## src/rtl/rsa_pkg.sv

```systemverilog
// Shared types and constants for the RSA key generator and its divider.
package rsa_pkg;

    localparam int KEY_W  = 16;
    localparam int T_W    = 18;
    localparam int LFSR_W = 8;

    // Feedback taps for x^8 + x^6 + x^5 + x^4 + 1 (bits 7, 5, 4, 3)
    localparam logic [LFSR_W-1:0] LFSR_TAPS = 8'hB8;

    typedef enum logic [3:0] {
        S_IDLE,
        S_REQ_P,
        S_WAIT_P,
        S_REQ_Q,
        S_WAIT_Q,
        S_CALC,
        S_DIV,
        S_UPD,
        S_CHECK,
        S_FIX,
        S_DONE,
        S_FAIL
    } state_t;

    function automatic logic [LFSR_W-1:0] lfsr_step(input logic [LFSR_W-1:0] v);
        return {v[LFSR_W-2:0], ^(v & LFSR_TAPS)};
    endfunction

endpackage

```

## src/rtl/rsa_keygen_div16_seq.sv

```systemverilog
// Sequential restoring 16/16 divider: one quotient bit per cycle, done pulses
// after the last bit. A zero divisor naturally yields quo = FFFF, rem = dividend.
module div16_seq
    import rsa_pkg::*;
(
    input  logic             clk,
    input  logic             rst_n,
    input  logic             go,
    input  logic [KEY_W-1:0] dividend,
    input  logic [KEY_W-1:0] divisor,
    output logic [KEY_W-1:0] quo,
    output logic [KEY_W-1:0] rem,
    output logic             done
);

    localparam int CNT_W = $clog2(KEY_W + 1);

    logic [KEY_W-1:0] r_acc;
    logic [KEY_W-1:0] r_quo;
    logic [KEY_W-1:0] r_div;
    logic [CNT_W-1:0] r_cnt;
    logic             r_done;

    logic [KEY_W:0]   w_shift;
    logic [KEY_W-1:0] w_diff;
    logic             w_ge;

    // The remainder is always below the divisor, so the shifted partial
    // remainder needs one extra bit only for the compare.
    assign w_shift = {r_acc, r_quo[KEY_W-1]};
    assign w_ge    = (w_shift >= {1'b0, r_div});
    assign w_diff  = w_shift[KEY_W-1:0] - r_div;

    always_ff @(posedge clk or negedge rst_n) begin
        if (!rst_n) begin
            r_acc  <= '0;
            r_quo  <= '0;
            r_div  <= '0;
            r_cnt  <= '0;
            r_done <= 1'b0;
        end else begin
            r_done <= 1'b0;
            if (go) begin
                r_acc <= '0;
                r_quo <= dividend;
                r_div <= divisor;
                r_cnt <= CNT_W'(KEY_W);
            end else if (r_cnt != '0) begin
                r_acc  <= w_ge ? w_diff : w_shift[KEY_W-1:0];
                r_quo  <= {r_quo[KEY_W-2:0], w_ge};
                r_cnt  <= r_cnt - CNT_W'(1);
                r_done <= (r_cnt == CNT_W'(1));
            end
        end
    end

    assign quo  = r_quo;
    assign rem  = r_acc;
    assign done = r_done;

endmodule

```

## src/rtl/rsa_keygen.sv

```systemverilog
// RSA key generator: fetches two primes, picks the smallest coprime odd e and
// derives d = e^-1 mod phi with an iterative extended Euclid loop.
module rsa_keygen
    import rsa_pkg::*;
#(
    parameter logic [KEY_W-1:0]  E_START   = 16'd3,
    parameter logic [LFSR_W-1:0] LFSR_SEED = 8'hA5
)(
    input  logic              clk,
    input  logic              rst_n,
    input  logic              start,
    output logic              prime_req,
    output logic [LFSR_W-1:0] prime_idx,
    input  logic [7:0]        prime_in,
    input  logic              prime_vld,
    output logic              busy,
    output logic              key_vld,
    output logic              err,
    output logic [KEY_W-1:0]  n,
    output logic [KEY_W-1:0]  e,
    output logic [KEY_W-1:0]  d
);

    state_t r_state;
    state_t w_state_next;

    logic [LFSR_W-1:0]     r_lfsr;
    logic [7:0]            r_p;
    logic [7:0]            r_q;
    logic [KEY_W-1:0]      r_phi;
    logic [KEY_W-1:0]      r_e_cur;
    logic [KEY_W-1:0]      r_old_r;
    logic [KEY_W-1:0]      r_r;
    logic signed [T_W-1:0] r_old_t;
    logic signed [T_W-1:0] r_t;
    logic                  r_div_pend;

    logic                  r_prime_req;
    logic [LFSR_W-1:0]     r_prime_idx;
    logic                  r_busy;
    logic                  r_key_vld;
    logic                  r_err;
    logic [KEY_W-1:0]      r_n;
    logic [KEY_W-1:0]      r_e;
    logic [KEY_W-1:0]      r_d;

    logic [KEY_W-1:0]      w_pm1;
    logic [KEY_W-1:0]      w_qm1;
    logic [KEY_W-1:0]      w_phi;
    logic [KEY_W-1:0]      w_n;
    logic [KEY_W:0]        w_e_inc;
    logic signed [T_W-1:0] w_qt;
    logic signed [T_W-1:0] w_t_new;
    logic [KEY_W-1:0]      w_d_fix;
    logic [LFSR_W-1:0]     w_lfsr_next;
    logic                  w_div_go;
    logic                  w_div_done;
    logic                  w_req_next;
    logic [KEY_W-1:0]      w_quo;
    logic [KEY_W-1:0]      w_rem;

    assign w_lfsr_next = lfsr_step(r_lfsr);
    assign w_pm1       = {8'd0, r_p} - KEY_W'(1);
    assign w_qm1       = {8'd0, r_q} - KEY_W'(1);
    assign w_phi       = w_pm1 * w_qm1;
    assign w_n         = {8'd0, r_p} * {8'd0, r_q};
    assign w_e_inc     = {1'b0, r_e_cur} + (KEY_W+1)'(2);
    // Coefficients stay within +/-phi, so an 18-bit product never wraps.
    assign w_qt        = $signed({2'b00, w_quo}) * r_t;
    assign w_t_new     = r_old_t - w_qt;
    assign w_d_fix     = r_old_t[KEY_W-1:0] + (r_old_t[T_W-1] ? r_phi : '0);
    assign w_req_next  = (w_state_next == S_REQ_P) || (w_state_next == S_REQ_Q);

    div16_seq u_div (
        .clk      (clk),
        .rst_n    (rst_n),
        .go       (w_div_go),
        .dividend (r_old_r),
        .divisor  (r_r),
        .quo      (w_quo),
        .rem      (w_rem),
        .done     (w_div_done)
    );

    always_ff @(posedge clk or negedge rst_n) begin
        if (!rst_n) begin
            r_state <= S_IDLE;
        end else begin
            r_state <= w_state_next;
        end
    end

    always_comb begin
        w_state_next = r_state;
        w_div_go     = 1'b0;
        case (r_state)
            S_IDLE:   if (start) w_state_next = S_REQ_P;
            S_REQ_P:  w_state_next = S_WAIT_P;
            S_WAIT_P: if (prime_vld) w_state_next = S_REQ_Q;
            S_REQ_Q:  w_state_next = S_WAIT_Q;
            S_WAIT_Q: if (prime_vld) w_state_next = S_CALC;
            S_CALC:   w_state_next = ((r_p == r_q) || (E_START >= w_phi)) ? S_FAIL : S_DIV;
            S_DIV: begin
                w_div_go = !r_div_pend;
                if (w_div_done) w_state_next = S_UPD;
            end
            S_UPD:    w_state_next = (w_rem == '0) ? S_CHECK : S_DIV;
            S_CHECK: begin
                if (r_old_r == KEY_W'(1))        w_state_next = S_FIX;
                else if (w_e_inc >= {1'b0, r_phi}) w_state_next = S_FAIL;
                else                             w_state_next = S_DIV;
            end
            S_FIX:    w_state_next = S_DONE;
            S_DONE:   w_state_next = S_IDLE;
            S_FAIL:   w_state_next = S_IDLE;
            default:  w_state_next = S_IDLE;
        endcase
    end

    always_ff @(posedge clk or negedge rst_n) begin
        if (!rst_n) begin
            r_lfsr      <= LFSR_SEED;
            r_p         <= '0;
            r_q         <= '0;
            r_phi       <= '0;
            r_e_cur     <= '0;
            r_old_r     <= '0;
            r_r         <= '0;
            r_old_t     <= '0;
            r_t         <= '0;
            r_div_pend  <= 1'b0;
            r_prime_req <= 1'b0;
            r_prime_idx <= '0;
            r_busy      <= 1'b0;
            r_key_vld   <= 1'b0;
            r_err       <= 1'b0;
            r_n         <= '0;
            r_e         <= '0;
            r_d         <= '0;
        end else begin
            r_lfsr      <= w_lfsr_next;
            r_prime_req <= w_req_next;
            if (w_req_next) r_prime_idx <= w_lfsr_next;

            if (w_div_go)        r_div_pend <= 1'b1;
            else if (w_div_done) r_div_pend <= 1'b0;

            case (r_state)
                S_IDLE: if (start) begin
                    r_busy    <= 1'b1;
                    r_key_vld <= 1'b0;
                    r_err     <= 1'b0;
                end
                S_WAIT_P: if (prime_vld) r_p <= prime_in;
                S_WAIT_Q: if (prime_vld) r_q <= prime_in;
                S_CALC: begin
                    r_phi   <= w_phi;
                    r_e_cur <= E_START;
                    r_old_r <= w_phi;
                    r_r     <= E_START;
                    r_old_t <= '0;
                    r_t     <= T_W'(1);
                end
                S_UPD: begin
                    r_old_r <= r_r;
                    r_r     <= w_rem;
                    r_old_t <= r_t;
                    r_t     <= w_t_new;
                end
                S_CHECK: if (r_old_r != KEY_W'(1)) begin
                    r_e_cur <= w_e_inc[KEY_W-1:0];
                    r_old_r <= r_phi;
                    r_r     <= w_e_inc[KEY_W-1:0];
                    r_old_t <= '0;
                    r_t     <= T_W'(1);
                end
                S_FIX: begin
                    r_n <= w_n;
                    r_e <= r_e_cur;
                    r_d <= w_d_fix;
                end
                default: ;
            endcase

            if (w_state_next == S_DONE) begin
                r_key_vld <= 1'b1;
                r_busy    <= 1'b0;
            end
            if (w_state_next == S_FAIL) begin
                r_err  <= 1'b1;
                r_busy <= 1'b0;
            end
        end
    end

    assign prime_req = r_prime_req;
    assign prime_idx = r_prime_idx;
    assign busy      = r_busy;
    assign key_vld   = r_key_vld;
    assign err       = r_err;
    assign n         = r_n;
    assign e         = r_e;
    assign d         = r_d;

endmodule

```

## config.mk

```make
export PLATFORM = sky130hd
export DESIGN_NAME = rsa_keygen
export DESIGN_NICKNAME = d
export VERILOG_FILES = /design/src/rtl/rsa_pkg.sv /design/src/rtl/rsa_keygen_div16_seq.sv /design/src/rtl/rsa_keygen.sv
export SDC_FILE = /design/constraint.sdc
export NUM_CORES = 1
export LEC_CHECK = 0
export BUFFER_PORTS_ARGS = -buffer_cell sky130_fd_sc_hd__buf_4
export CELL_PAD_IN_SITES_DETAIL_PLACEMENT = 1
export CELL_PAD_IN_SITES_GLOBAL_PLACEMENT = 1
export CORE_AREA = 2 2 226 228
export CTS_BUF_LIST = sky130_fd_sc_hd__clkbuf_8
export DETAILED_ROUTE_END_ITERATION = 6
export DIE_AREA = 0 0 228 230
export GPL_TIMING_DRIVEN = 0
export PLACE_DENSITY = 0.73
export SYNTH_ARGS = -nofsm -noshare
export SYNTH_HDL_FRONTEND = slang
export SYNTH_SLANG_ARGS = --single-unit
```

## constraint.sdc

```tcl
create_clock -name clk -period 6.8 [get_ports clk]
set_input_delay 1.36 -clock clk [delete_from_list [all_inputs] [get_ports clk]]
set_output_delay 1.36 -clock clk [all_outputs]
set_load 0.005 [all_outputs]
```

==> results of run 1 <==
path summary, 6_finish.rpt:
path	end	slack, ns	cells after the start
max in group asynchronous	r_p[1]$_DFFE_PN0P_	5.15	2
max	r_state[0]$_DFF_PN0_	0.08	23
min	r_lfsr[7]$_DFF_PN1_	0.37	0
max reg2reg	r_state[0]$_DFF_PN0_	0.08	23
min reg2reg	r_lfsr[7]$_DFF_PN1_	0.37	0
min in group asynchronous	u_div.rem[4]$_DFFE_PN0P_	0.62	1
critical path: cells and delay by family (launching register included):
family | cells | cell delay [ns]
buffers and inverters | 4 | 0.27
XOR/XNOR | 1 | 0.33
flip-flops | 1 | 0.49
AO/OA/AOI/OAI | 6 | 1.21
AND/OR/NAND/NOR | 6 | 1.52
adder cells (fa/ha/maj) | 6 | 2.79
kinds of logic (layout without fill, tap and decap cells):
logic type | after synthesis | after routing | synth area share
and+or+nand+nor | 789 | 789 | 0.1575
adders and majority gates | 422 | 422 | 0.3125
buffers and inverters | 401 | 562 | 0.06742
AOI/OAI and AO/OA | 400 | 400 | 0.1060
DFF | 243 | 243 | 0.2726
xor gates and xnor gates | 132 | 132 | 0.05240
muxes | 65 | 65 | 0.03161
other | 0 | 1 | 0
area by class of cell:
type                       count  area [um^2]  share of cell area
antenna                        1        2.502          0.00009983
clock inverter                27        180.2            0.007188
multi-input combinational   1808        14990              0.5978
timing repair buffer          89        715.7             0.02855
sequential                   243         6095              0.2431
tap                          672        840.8             0.03354
inverter                     291         1096             0.04373
clock buffer                  54        743.2             0.02965
buffer                       101        407.9             0.01627
flip-flops by register name (all words and copies together), names as in the netlist, 4 cells and up:
name	count
r_old_t	18
r_t	18
d	16
e	16
n	16
r_e_cur	16
r_old_r	16
r_phi	16
r_r	16
u_div.quo	16
u_div.r_div	16
u_div.rem	16
prime_idx	8
r_lfsr	8
r_p	8
r_q	8
u_div.r_cnt	5
r_state	4
layout by cell type (no fill, tap or decap), types with 5 or more instances in the layout:
cell type / synthesis / final
nand2_1: 412 / 411
inv_1: 290 / 305
dfrtp_1: 239 / 234
fa_1: 226 / 226
ha_1: 196 / 193
o21ai_0: 183 / 179
nor2_1: 128 / 126
buf_4: 0 / 86
a21oi_1: 83 / 82
clkbuf_1: 105 / 80
xnor2_1: 82 / 76
and2_1: 76 / 76
clkbuf_8: 0 / 54
nand3_1: 51 / 51
xor2_1: 49 / 44
mux2_2: 44 / 44
nor3_1: 29 / 25
a21o_1: 24 / 24
mux2i_1: 21 / 21
nand2b_1: 20 / 20
clkbuf_2: 0 / 17
a31oi_1: 17 / 16
o21a_1: 15 / 15
or2_2: 13 / 13
o31ai_1: 12 / 12
nand4_1: 11 / 11
nor4_1: 11 / 9
and3_1: 9 / 9
o211ai_1: 8 / 8
nor2b_1: 7 / 7
a22oi_1: 7 / 7
clkinv_2: 0 / 7
or3_1: 6 / 6
a211oi_1: 7 / 6
a211o_1: 6 / 6
o21bai_1: 5 / 5
a21boi_0: 6 / 5
through the flow:
| stage | hold slack [ns] | util | worst slack, ns |
|---|---|---|---|
| 2_1_floorplan | 0.3495 | - | 0.5571 |
| 3_3_place_gp | 0.3587 | 0.4753 | -0.6238 |
| 3_5_place_dp | 0.3640 | 0.4767 | -0.7757 |
| 4_1_cts | 0.3761 | 0.4979 | 0.004153 |
| 5_1_grt | 0.3926 | 0.5027 | -0.05003 |
| 6_report | 0.3724 | 0.5027 | 0.07755 |
metal layers:
layer / vias to the layer above / wire length [um] / part of all wire / GRT usage
met5: - / 13 / 0.00018 / 0
li1: 8233 / - / - / -
met1: 9375 / 31130 / 0.44 / 0.3702
met4: 2 / 2341 / 0.033 / 0.08946
met2: 411 / 34380 / 0.48 / 0.4675
met3: 141 / 3324 / 0.047 / 0.04067
what timing repair did:
action | 4_1_cts | 5_1_grt
hold buffers | 0 | 0
setup endpoints to repair | 13 | 9
resized for setup | 23 | 63
setup buffers | 3 | 13
pin swaps | 1 | 7
==> impl_metrics.yaml, run 1 <==
synth:
  synth_edf_count: 0
  syn-mean-instance-area_um2: 9.105
  synthCells: 2452
  synth_fp_nets: 2886
  yosys.area.top_type: "dfrtp_1"
  ys_warn_count: 0
  async_reset_ff_frac: 1.000
  syn_area_mm2: 0.02233
  ys_seq_area_frac: 0.2726
  yosysUniqueCellTypes: 62
  yosysMostFrequentCell: "nand2_1"
  synth_commonest_cells: "412 x nand2_1, 290 x inv_1, 239 x dfrtp_1"
  synth_seq_cells: 243
  ys.flop_type: "dfrtp_1"
  synthTopCellsByArea: "dfrtp_1 27%, fa_1 20%, ha_1 11%"
  synth_top_cell_area_share: 0.2679
place:
  placed_area_mm2: 0.02377
  placed_cells: 3197
  hpwl_mm: 56.23
  gp_congestion: 0.8887
  port_buffers: 71
layout:
  stdcell_area_mm2: 0.02507
  layout.cells.non_filler: 3286
  area_growth_pct: 12.27
  fill_cells: 5853
  layout-drive-gt1-share: 0.1060
  nNetsFinal: 3014
worst_setup_path:
  max_stage_delay_ns: 0.55
  cp-start-kind: "flip-flop"
  cp_max_fo: 6
  crit_path_end_kind: "flip-flop"
  worst-setup-path-type: "flip-flop to flip-flop"
  path_common_cell: "fa_1"
  worst_ep_required_time_ns: 7.31
  reg2reg_from: "r_p[2]$_DFFE_PN0P_"
  critical_path.cell_chain: "nor2_1, nand3b_1, xnor2_4, inv_1, or2_2, fa_1, fa_1, inv_1, fa_1, fa_1, inv_1, fa_1, inv_1, ha_4, o21ai_0, nor2_1, o31ai_1, nor4b_2, a211o_1, and4b_1, a31oi_4, o21ai_2, a311o_1"
  cp_slowest_cell: "fa_1"
  crit_start: "r_p[2]$_DFFE_PN0P_"
  critPathArrivalTime_ns: 7.24
sta:
  max_slew_margin: 0.2651
  post-route-min-period_ns: 6.722
  worstMarginPinSlew_ns: 1.102
  slew_viol_final: 0
  timing.final.crit_share: 0.9886
  hold_violations: 0
  rsz0062_at_grt: "yes"
  setup_tns_ns: 0
  setup_violations: 0
  skew_ns: 0.02643
  fmax_ghz: 0.1488
clock_tree:
  cts_root_buf: "clkbuf_8"
  cts_buffers: 46
  clock_latency_ns: 0.64
  cts_tree: "yes"
  cts.clk_slew.worst_paths_ns: 0.07
  h-tree-depth: 2
  cts_buffer_depth: 3
  cts.sinks: 243
drt:
  wirelength_mm: 71.19
  drt_iter0_drc: 1060
  vias_per_cell: 5.527
  route.detailed.drc: 0
  antenna_left: 0
  wire_per_inst_um: 21.67
  vias: 18160
  drtPass1Iterations: 5
global_routing:
  grt_pass1_wl_mm: 113.7
  antenna_found_initial: 2
  grt-ovfl-total: 0
  grt_max_degree: 111
  grt_use_total: 0.2779
  grt_pass1_vias: 20090
floorplanning:
  ioPinCount: 72
  coreArea_mm2: 0.04986
  die_h_um: 230
  die_w_um: 228
  core.rowCount: 82
  dieArea_mm2: 0.05244
  start_util: 0.4478
run:
  drv_cap: 0
hold_path:
  min_from: "r_lfsr[6]$_DFF_PN0_"
  hp-class: "flip-flop to flip-flop"
outcome:
  status: "completed"
Power of run 1 is left out: the tool's default activity adds up to more than one toggle a clock period on the data nets, which glitch-free logic cannot reach.
==> run 2, diff against run 1 <==
--- a/config.mk
+++ b/config.mk
@@ -8,12 +8,12 @@
 export BUFFER_PORTS_ARGS = -buffer_cell sky130_fd_sc_hd__buf_4
 export CELL_PAD_IN_SITES_DETAIL_PLACEMENT = 1
 export CELL_PAD_IN_SITES_GLOBAL_PLACEMENT = 1
-export CORE_AREA = 2 2 226 228
+export CORE_AREA = 2 2 213 215
 export CTS_BUF_LIST = sky130_fd_sc_hd__clkbuf_8
 export DETAILED_ROUTE_END_ITERATION = 6
-export DIE_AREA = 0 0 228 230
+export DIE_AREA = 0 0 215 217
 export GPL_TIMING_DRIVEN = 0
-export PLACE_DENSITY = 0.73
+export PLACE_DENSITY = 0.81
 export SYNTH_ARGS = -nofsm -noshare
 export SYNTH_HDL_FRONTEND = slang
 export SYNTH_SLANG_ARGS = --single-unit
==> impl_metrics.yaml, run 2 (synthesis gave the netlist of run 1 again) <==
clock_tree:
  holdBufCountCts: 0
  cts_tree: "yes"
  cts.clk_slew.worst_paths_ns: 0.06
  h-tree-depth: 2
  cts_root_buf: "clkbuf_8"
  cts_buffers: 44
  cts_buffer_depth: 3
  cts.sinks: 243
  clock_latency_ns: 0.64
sta:
  skew_ns: 0.03793
  worstMarginPinSlew_ns: 1.081
  slew_viol_final: 0
  hold_ws_ns: 0.3698
  hold_violations: 0
  setup_tns_ns: 0
  fmax_ghz: 0.1499
  worst_slack_ns: 0.1296
  timing.final.crit_share: 0.9809
  max_slew_margin: 0.2790
  setup_violations: 0
  post-route-min-period_ns: 6.670
floorplanning:
  die_w_um: 215
  die_h_um: 217
  coreArea_mm2: 0.04470
  dieArea_mm2: 0.04666
  core.rowCount: 78
  ioPinCount: 72
  start_util: 0.4995
worst_setup_path:
  worst_ep_required_time_ns: 7.32
  worst-setup-path-type: "flip-flop to flip-flop"
  critPathArrivalTime_ns: 7.19
  cp-start-kind: "flip-flop"
  crit_path_end_kind: "flip-flop"
  cp_max_fo: 7
global_routing:
  grt.met3_usage: 0.03270
  busiest_layer: "met2"
  grt_pass1_vias: 20580
  grt_use_total: 0.3128
  grt_max_degree: 90
  grt_pass1_wl_mm: 114.1
  antenna_found_initial: 2
  use_met1: 0.4058
  grt-ovfl-total: 0
  grtUsageMet2: 0.5446
drt:
  wire_per_inst_um: 22.26
  wirelength_mm: 71.37
  vias_per_cell: 5.768
  vias: 18500
  drtPass1Iterations: 5
  route.detailed.drc: 0
  antenna_left: 0
  drt_iter0_drc: 1187
place:
  gp_congestion: 0.9320
  hpwl_mm: 55.61
  place_ws_ns: -0.5862
  port_buffers: 71
layout:
  nNetsFinal: 3010
  final_common_cell: "nand2_1"
  final_util: 0.5574
  layout-drive-gt1-share: 0.1028
  area_growth_pct: 11.60
  most-common-layout-cells: "410 x nand2_1, 299 x inv_1, 233 x dfrtp_1"
  biggestRegsByFlops: "r_old_t x18, r_t x18"
hold_path:
  hp-class: "flip-flop to flip-flop"
run:
  drv_cap: 0
outcome:
  status: "completed"
run 2: cell types whose count changed in the layout (fill, tap and decap cells not counted), moves of 2 or more:
cell	change
buf_1	+2
clkinvlp_4	+2
clkbuf_1	+10
dfrtp_2	+2
inv_1	-6
clkbuf_2	-10
buf_4	-4
xor2_1	-2
clkbuf_8	-2
clkinv_2	+2
xor2_2	+3
run 2: layout make-up:
| cell class | count | area [um^2] |
|---|---|---|
| Antenna cell | 1 | 2.502 |
| Tap cell | 600 | 750.7 |
| Clock buffer | 52 | 715.7 |
| Multi-Input combinational cell | 1808 | 14990 |
| Timing Repair Buffer | 85 | 685.7 |
| Sequential cell | 243 | 6093 |
| Buffer | 103 | 396.6 |
| Clock inverter | 24 | 186.4 |
| Inverter | 291 | 1096 |
| Fill cell | 5304 | 19780 |
run 2: timing repair:
action,CTS,global route
gates resized for setup,24,43
pin swaps,1,9
endpoints found under the setup margin,11,12
setup buffers,3,9
run 2: through the flow:
stage | cells | area [um^2]
after floorplan | 2452 | 22330
after global placement | 3123 | 23610
after detailed placement | 3125 | 23680
after CTS | 3200 | 24730
after global routing | 3207 | 24920
final | 3207 | 24920
run 2: worst paths after layout:
check / startpoint / end / slack (ns) / cells after the start
max in group asynchronous: rst_n / d[14]$_DFFE_PN0N_ / 4.80 / 3
setup / recovery: r_q[2]$_DFFE_PN0P_ / r_state[0]$_DFF_PN0_ / 0.13 / 22
hold reg to reg: r_lfsr[1]$_DFF_PN0_ / r_lfsr[2]$_DFF_PN1_ / 0.37 / 0
min in group asynchronous: rst_n / u_div.rem[4]$_DFFE_PN0P_ / 0.73 / 1
setup reg to reg: r_q[2]$_DFFE_PN0P_ / r_state[0]$_DFF_PN0_ / 0.13 / 22
hold / removal: r_lfsr[1]$_DFF_PN0_ / r_lfsr[2]$_DFF_PN1_ / 0.37 / 0
run 2: metal layers:
layer / up-vias / part of all wire
li1: 8217 / -
met1: 9591 / 0.42
met2: 530 / 0.50
met3: 160 / 0.042
met4: 0 / 0.036
met5: - / 0
run 2: worst max-delay path: stages, from the launching register on:
cell	delay (ns)
dfrtp_2	0.47
or4_4	0.60
nor3b_4	0.31
nor2_2	0.13
or2_2	0.31
fa_1	0.49
fa_1	0.50
inv_1	0.05
fa_1	0.45
fa_1	0.49
inv_1	0.05
fa_1	0.49
inv_1	0.06
ha_4	0.29
o21ai_0	0.11
nor2_1	0.23
o31ai_1	0.12
nor4b_2	0.17
a211o_1	0.32
and4b_1	0.27
a31oi_4	0.23
o21ai_2	0.10
a311o_1	0.33
Power of run 2 is left out for the same reason.
==> run 3, diff against run 2 <==
--- a/config.mk
+++ b/config.mk
@@ -13,7 +13,7 @@
 export DETAILED_ROUTE_END_ITERATION = 6
 export DIE_AREA = 0 0 215 217
 export GPL_TIMING_DRIVEN = 0
-export PLACE_DENSITY = 0.81
+export PLACE_DENSITY = 0.8
 export SYNTH_ARGS = -nofsm -noshare
 export SYNTH_HDL_FRONTEND = slang
 export SYNTH_SLANG_ARGS = --single-unit
==> impl_metrics.yaml, run 3 (synthesis gave the netlist of run 1 again) <==
outcome:
  status: "completed"
layout:
  layout.cells.non_filler: 3207
  seq_area_mm2: 0.006091
  most-common-layout-cells: "411 x nand2_1, 304 x inv_1, 235 x dfrtp_1"
  biggestRegsByFlops: "r_old_t x18, r_t x18"
  nNetsFinal: 3009
  layout-drive-gt1-share: 0.09973
  diodes: 0
  multi_input_area_mm2: 0.01494
  area_growth_pct: 11.66
  fill_cells: 5281
  final_common_cell: "nand2_1"
worst_setup_path:
  cp_slowest_cell: "clkbuf_1"
  worst_ep_required_time_ns: 7.30
  reg2reg_from: "r_p[7]$_DFFE_PN0P_"
  critical_path.cell_chain: "clkbuf_1, xor2_2, or2_2, fa_1, inv_1, fa_1, inv_1, fa_1, inv_1, fa_1, ha_1, ha_1, a211oi_1, nor2_1, o21ai_1, nand2_1, a211o_1, and4b_1, a31oi_2, o21ai_1, a311o_1"
  max_stage_delay_ns: 0.59
  worst-setup-path-type: "flip-flop to flip-flop"
  cp_max_fo: 10
  path_common_cell: "fa_1"
  rr_endpoint: "r_state[0]$_DFF_PN0_"
  cp-start-kind: "flip-flop"
  crit_path_end_kind: "flip-flop"
  critPathArrivalTime_ns: 7.23
  ff2ff_path_depth: 21
  reg2reg_slack_ns: 0.07
global_routing:
  grt-ovfl-total: 0
  grt_pass1_vias: 20230
  grt_max_degree: 113
  grt_pass1_wl_mm: 113.7
  grt_use_total: 0.3137
  antenna_found_initial: 0
drt:
  wire_per_inst_um: 22.49
  wirelength_mm: 72.13
  route.detailed.drc: 0
  vias_per_cell: 5.761
  antenna_left: 0
  vias: 18470
  drt_iter0_drc: 1124
  drtPass1Iterations: 5
hold_path:
  hp-class: "flip-flop to flip-flop"
  min_from: "r_lfsr[1]$_DFF_PN0_"
  hold_path_end: "r_lfsr[2]$_DFF_PN1_"
  holdPathStages: 0
sta:
  hold_violations: 0
  fmax_ghz: 0.1485
  skew_ns: 0.03050
  timing.final.crit_share: 0.9902
  worstMarginPinSlew_ns: 1.052
  slew_viol_final: 0
  max_slew_margin: 0.2986
  setup_violations: 0
  post-route-min-period_ns: 6.734
place:
  placed_cells: 3125
  port_buffers: 71
  gp_congestion: 0.9146
  hpwl_mm: 55.22
floorplanning:
  die_w_um: 215
  die_h_um: 217
  ioPinCount: 72
  dieArea_mm2: 0.04666
  coreArea_mm2: 0.04470
  core.rowCount: 78
  start_util: 0.4995
clock_tree:
  cts_buffers: 45
  cts.sinks: 243
  clock_latency_ns: 0.62
  cts_tree: "yes"
  cts_root_buf: "clkbuf_8"
  h-tree-depth: 2
  cts.clk_slew.worst_paths_ns: 0.06
  cts_buffer_depth: 3
run:
  drv_cap: 0
## run 3: cell types whose count changed in the layout (fill, tap and decap cells not counted), moves of 2 or more
cell        before  now
o21ai_2          2    0
xor2_2           7    5
dfrtp_1        233  235
clkbuf_1        90   87
clkinv_2         9    3
clkbuf_2         7   10
xnor2_2          3    5
inv_1          299  304
dfrtp_2          6    4
o21ai_1          3    5
clkinvlp_4       3    1
clkbuf_8        52   57
## run 3: worst max-delay path: cells and delay by family, from the launching register on
family | cells | cell delay, ns
xor gates and xnor gates | 1 | 0.32
adders and majority gates | 6 | 2.58
and+or+nand+nor | 4 | 0.84
DFF | 1 | 0.42
AOI/OAI and AO/OA | 6 | 1.72
buffers and inverters | 4 | 0.76
## run 3: worst max path at each step
stage / to / from / depth (start not counted) / slack [ns]
after CTS: r_t[16]$_DFFE_PN0P_ / r_t[3]$_DFFE_PN0P_ / 20 / 0.03
after floorplan: r_state[0]$_DFF_PN0_ / r_q[2]$_DFFE_PN0P_ / 22 / 0.56
after detailed placement: r_state[0]$_DFF_PN0_ / r_q[1]$_DFFE_PN0P_ / 25 / -0.59
after global routing: r_state[0]$_DFF_PN0_ / r_p[5]$_DFFE_PN0P_ / 22 / -0.11
after global placement: r_state[0]$_DFF_PN0_ / r_q[1]$_DFFE_PN0P_ / 25 / -0.44
final: r_state[0]$_DFF_PN0_ / r_p[7]$_DFFE_PN0P_ / 21 / 0.07
## run 3: what timing repair did
| action | 4_1_cts | 5_1_grt |
|---|---|---|
| endpoints found under the hold margin | 0 | 0 |
| gates resized for setup | 22 | 42 |
| setup endpoints to repair | 10 | 11 |
| buffers inserted | 2 | 9 |
| hold buffers | 0 | 0 |
| pin swaps | 1 | 7 |
## run 3: through the flow
step	hold slack [ns]	worst slack (ns)	TNS (ns)	cell area, um^2	util
floorplan	0.3495	0.5571	0	22330	-
global placement	0.3587	-0.4388	-1.586	23610	0.5282
detailed placement	0.3714	-0.5917	-2.951	23680	0.5298
CTS	0.3827	0.03173	0	24780	0.5544
global route	0.3960	-0.1145	-0.2030	24930	0.5577
finish	0.3805	0.06641	0	24930	0.5577
## run 3: layout make-up
cell class,instances,share of cell area
inverter,291,0.04386
multi-input combinational,1808,0.5993
buffer,102,0.01601
clock buffer,57,0.03147
sequential,243,0.2443
timing repair buffer,84,0.02720
tap,600,0.03011
clock inverter,22,0.007729
## run 3: routing by layer
metal / vias to the layer above / part of all wire / GRT usage
met5: - / 0 / 0
met4: 0 / 0.037 / 0.1239
met3: 161 / 0.050 / 0.04920
met2: 551 / 0.49 / 0.5213
met1: 9548 / 0.43 / 0.4146
li1: 8214 / - / -
Power of run 3 is left out for the same reason.
